<file path="src/rtl/fifo_prog.sv">
// fifo_prog: circular FWFT FIFO with programmable almost-full/almost-empty flags.
// Optional sticky overflow/underflow flags when FIFO_PROG_ERR_FLAGS_EN is defined.
module fifo_prog #(
   parameter  int DATA_WIDTH = 32,
   parameter  int FIFO_DEPTH = 64,
   localparam int CW         = $clog2(FIFO_DEPTH) + 1
) (
   input  logic                  clk,
   input  logic                  rst,
   input  logic                  flush,
   input  logic [DATA_WIDTH-1:0] data_i,
   input  logic                  push,
   output logic [DATA_WIDTH-1:0] data_o,
   input  logic                  drop,
   output logic                  fifo_empty,
   output logic                  fifo_full,
   output logic [CW-1:0]         awaiting_count,
   input  logic [CW-1:0]         afull_th,
   input  logic [CW-1:0]         aempty_th,
   output logic                  almost_full,
   output logic                  almost_empty,
   output logic                  overflow,
   output logic                  underflow,
   input  logic                  err_clr
);

   localparam int AW = $clog2(FIFO_DEPTH);

   logic [DATA_WIDTH-1:0] mem [FIFO_DEPTH];
   logic [AW-1:0]         rd_ptr;
   logic [AW-1:0]         wr_ptr;
   logic [CW-1:0]         count;
   logic                  acc_push;
   logic                  acc_drop;

   assign awaiting_count = count;
   assign fifo_empty     = (count == '0);
   assign fifo_full      = (count == CW'(FIFO_DEPTH));
   assign almost_full    = (count >= afull_th);
   assign almost_empty   = (count <= aempty_th);
   assign data_o         = mem[rd_ptr];

   // a full FIFO still takes a push when the head leaves in the same cycle
   assign acc_drop = drop & ~fifo_empty;
   assign acc_push = push & (~fifo_full | drop);

   // pointer and occupancy tracking; flush overrides push and drop
   always_ff @(posedge clk or posedge rst) begin
      if (rst) begin
         rd_ptr <= '0;
         wr_ptr <= '0;
         count  <= '0;
      end else if (flush) begin
         rd_ptr <= '0;
         wr_ptr <= '0;
         count  <= '0;
      end else begin
         if (acc_push)
            wr_ptr <= wr_ptr + AW'(1);
         if (acc_drop)
            rd_ptr <= rd_ptr + AW'(1);
         count <= count + CW'(acc_push) - CW'(acc_drop);
      end
   end

   // storage array, intentionally left unreset
   always_ff @(posedge clk) begin
      if (acc_push && !flush)
         mem[wr_ptr] <= data_i;
   end

`ifdef FIFO_PROG_ERR_FLAGS_EN
   logic ov_ev;
   logic ud_ev;

   assign ov_ev = push & fifo_full & ~drop & ~flush;
   assign ud_ev = drop & fifo_empty & ~flush;

   // sticky error flags; a new event beats a clear in the same cycle
   always_ff @(posedge clk or posedge rst) begin
      if (rst) begin
         overflow  <= 1'b0;
         underflow <= 1'b0;
      end else begin
         if (ov_ev)
            overflow <= 1'b1;
         else if (err_clr)
            overflow <= 1'b0;
         if (ud_ev)
            underflow <= 1'b1;
         else if (err_clr)
            underflow <= 1'b0;
      end
   end
`else
   logic unused_err_clr;

   assign unused_err_clr = err_clr;
   assign overflow       = 1'b0;
   assign underflow      = 1'b0;
`endif

endmodule

</file>
<file path="config.mk">
export PLATFORM = sky130hd
export DESIGN_NAME = fifo_prog
export DESIGN_NICKNAME = d
export VERILOG_FILES = /design/src/rtl/fifo_prog.sv
export SDC_FILE = /design/constraint.sdc
export NUM_CORES = 2
export LEC_CHECK = 0
export CAP_MARGIN = 30
export CORE_MARGIN = 2
export CORE_UTILIZATION = 50
export CTS_BUF_LIST = sky130_fd_sc_hd__clkbuf_16
export DETAILED_ROUTE_END_ITERATION = 12
export GPL_TIMING_DRIVEN = 0
export PLACE_DENSITY = 0.66
export SLEW_MARGIN = 5
export SYNTH_ARGS = -nofsm -noshare
export SYNTH_HDL_FRONTEND = slang
export SYNTH_SLANG_ARGS = --single-unit
export TNS_END_PERCENT = 1
</file>
<file path="constraint.sdc">
create_clock -name clk -period 3.87 [get_ports clk]
set_clock_uncertainty 0.05 [all_clocks]
set_input_delay 0.774 -clock clk [delete_from_list [all_inputs] [get_ports clk]]
set_output_delay 0.774 -clock clk [all_outputs]
set_load 0.03 [all_outputs]
</file>
==> flow_metrics.py <==
metrics = {
    "finish": {
        "multi_input_area_sq_um": 18390,
        "area_growth_pct": 21.03,
        "regArea_sq_um": 61980,
        "nFillCells": 10523,
        "final_common_cell": "edfxtp_1",
        "layout_common_cells": "edfxtp_1, mux4_2, clkbuf_16",
        "num-nets-final": 4033,
        "drive_above_1_share": 0.3907,
        "final_util": 0.6077,
    },
    "synth": {
        "ys_ff_latch": 2067,
        "synth_cell_types": 48,
        "postSynthAreaPerCell_sq_um": 23.05,
        "synth-edff-count": 2048,
        "async_flop_share": 0.009192,
        "ys.flop_type": "edfxtp_1",
        "post-synth-top-area-cell": "edfxtp_1",
        "synth_warnings": 0,
        "synth_top_cell_area_share": 0.7752,
        "synthCells": 3442,
        "synth_area_leaders": "edfxtp_1, mux4_2, mux2i_1",
        "synth.cell_area_sq_um": 79330,
        "yosysSeqAreaShare": 0.7812,
    },
    "sta": {
        "hold_viol_final": 0,
        "period_share": 1.155,
        "fmax_mhz": 223.7,
        "period_minus_slack_ns": 4.469,
        "tns_ns": -19.46,
        "maxSlewViolCount": 0,
        "rsz0062_at_grt": "yes",
        "maxSlewHeadroom": 0.2507,
        "worstMarginPinSlew_ns": 1.121,
        "setup_ws_ns": -0.5995,
        "setup_viol": 84,
    },
    "cts": {
        "worstSkewPairLatency_ns": 0.86,
        "clockBufferDepth": 3,
        "cts_hold_buffers": 0,
        "cts_buffers": 203,
        "clk_pin_slew_ns": 0.06,
        "numClockSinks": 2067,
        "cts-root-buf": "clkbuf_16",
        "cts_max_level": 4,
        "cts_tree": "done",
    },
    "placement": {
        "gp_congestion": 0.9976,
        "hpwl_um": 142300,
        "numPortBuffers": 93,
        "post-place-ws_ns": -1.492,
    },
    "die": {
        "row_count": 146,
        "fp.dieW_um": 402.3,
        "start_util": 0.5021,
        "ios": 97,
        "die_h_um": 402.3,
        "core_sq_um": 158000,
        "die_area_sq_um": 161900,
    },
    "global_routing": {
        "grt_max_degree": 65,
        "grt_pass1_vias": 38662,
        "overflow": 0,
        "grt_usage": 0.2690,
        "grt_pass1_wl_um": 300600,
        "antenna_found_initial": 12,
    },
    "critical_path": {
        "cp.required_ns": 3.05,
        "arrival_ns": 3.65,
        "r2r_end": "mem[23][6]$_DFFE_PP_",
        "r2r_cells": 10,
        "critical_path.max_stage_delay_ns": 0.77,
        "r2r-start": "awaiting_count[2]$_DFF_PP0_",
        "crit_type": "reg -> out",
        "crit_path_max_fanout": 10,
        "cp-start-kind": "register",
        "cp_slowest_cell": "clkbuf_1",
        "path_cells": "clkbuf_2 -> clkbuf_1 -> nand3_2 -> nand2_4 -> clkbuf_4",
        "endpoint_kind": "primary output",
        "worst-r2r-setup-slack_ns": -0.11,
    },
    "detailed_routing": {
        "vias": 40154,
        "wl_per_cell_um": 35.65,
        "wl_met3_um": 25430,
        "firstDrtPassIters": 6,
        "drcViolationCount": 0,
        "top_layer": "met5",
        "drt_wl_total_um": 221100,
        "drt-initial-drc-count": 6198,
        "ant_nets": 0,
        "vias_per_cell": 6.475,
        "dr_wl_met2_um": 102700,
        "wl_met1_um": 83290,
    },
    "hold_path": {
        "hold_end": "mem[61][30]$_DFFE_PP_",
        "hold_class": "in -> reg",
        "hold_start": "data_i[30]",
        "min_path_cells": 1,
    },
    "outcome": {
        "violations": "negative setup slack",
        "run_status": "finished, violations left",
    },
    "run": {
        "drv_cap": 0,
    },
    "pwr": {
        "leakagePower_nw": 29.89,
        "p_per_area_nw_per_um2": 573.2,
        "peakVddDrop_mv": 0.5138,
    },
}
-- critical path: cells and delay by family, from the launching register on --
family	cells	cell delay (ns)
buf+inv	3	1.63
flops	1	0.64
simple gates	2	0.48
-- metrics by stage --
step                std cells  power [mW]  hold slack, ns  area [sq um]
floorplan                3443       31.07          0.5192         79340
global placement         5608       34.48          0.5576         82860
detailed placement       5721       34.60          0.5848         85410
CTS                      6117       54.58          0.1027         94090
global route             6200       56.42          0.1443         96020
finish                   6201       55.03          0.1635         96020
-- synth_stat cells, types with 8 or more instances --
master and count:
edfxtp_1 2048, mux4_2 547, nor2_1 91, a21oi_1 77
clkbuf_1 71, nand2_1 69, mux2i_1 66, a22oi_1 57
buf_4 36, nand3_1 35, o21ai_0 32, a211oi_1 31
buf_2 30, o22ai_1 30, buf_1 29, inv_1 28
o221ai_1 27, ha_1 25, buf_6 21, dfrtp_1 19
nor2b_1 10, xnor2_1 8
-- flip-flops by register name (all words and copies together) (netlist names) --
| name | cells |
|---|---|
| awaiting_count | 7 |
| wr_ptr | 6 |
| mem | 2048 |
| rd_ptr | 6 |
-- power breakdown --
group	internal [mW]	switching [mW]
registers	24.7	0.0804
logic	5.05	5.98
clock network	10.8	8.48
total	40.5	14.5
-- routing by layer --
metal / GRT usage / vias up
li1: - / 15740
met1: 0.3821 / 21385
met2: 0.4085 / 2569
met3: 0.06613 / 448
met4: 0.1008 / 12
met5: 0 / -
-- worst max path at each step --
stage | from | to | depth (start not counted)
after detailed placement | rd_ptr[2]$_DFFE_PP0P_ | data_o[9] | 10
after floorplan | awaiting_count[2]$_DFF_PP0_ | mem[63][0]$_DFFE_PP_ | 9
after global placement | drop | mem[55][15]$_DFFE_PP_ | 6
after CTS | rd_ptr[0]$_DFFE_PP0P_ | data_o[25] | 9
final | rd_ptr[4]$_DFFE_PP0P_ | data_o[12] | 5
after global routing | rd_ptr[0]$_DFFE_PP0P_ | data_o[12] | 9
-- area by class of cell --
cell class	count	area share
antenna	1	0.00002606
buffer	184	0.02034
clock buffer	206	0.05369
clock inverter	172	0.01427
inverter	30	0.001264
multi-input combinational	1161	0.1915
sequential	2067	0.6454
tap	2072	0.02700
timing repair buffer	308	0.04649
-- kinds of logic after synthesis --
logic type                 Yosys count  share of synthesized area
AOI/OAI and AO/OA                  272                    0.02218
DFF                               2067                     0.7812
muxes                              613                     0.1636
and+or+nand+nor                    233                    0.01290
adders and majority gates           26                   0.004195
xor gates and xnor gates            13                   0.001435
buffers and inverters              217                    0.01443
other                                1                 0.00004727
-- what timing repair did --
action / in CTS / in global routing
gates cloned: 1 / 7
endpoints found under the setup margin: 2044 / 2081
resized for setup: 704 / 200
setup buffers: 20 / 75
pin swaps: 67 / 82
Note: power is estimated with default switching activity, not from simulation.
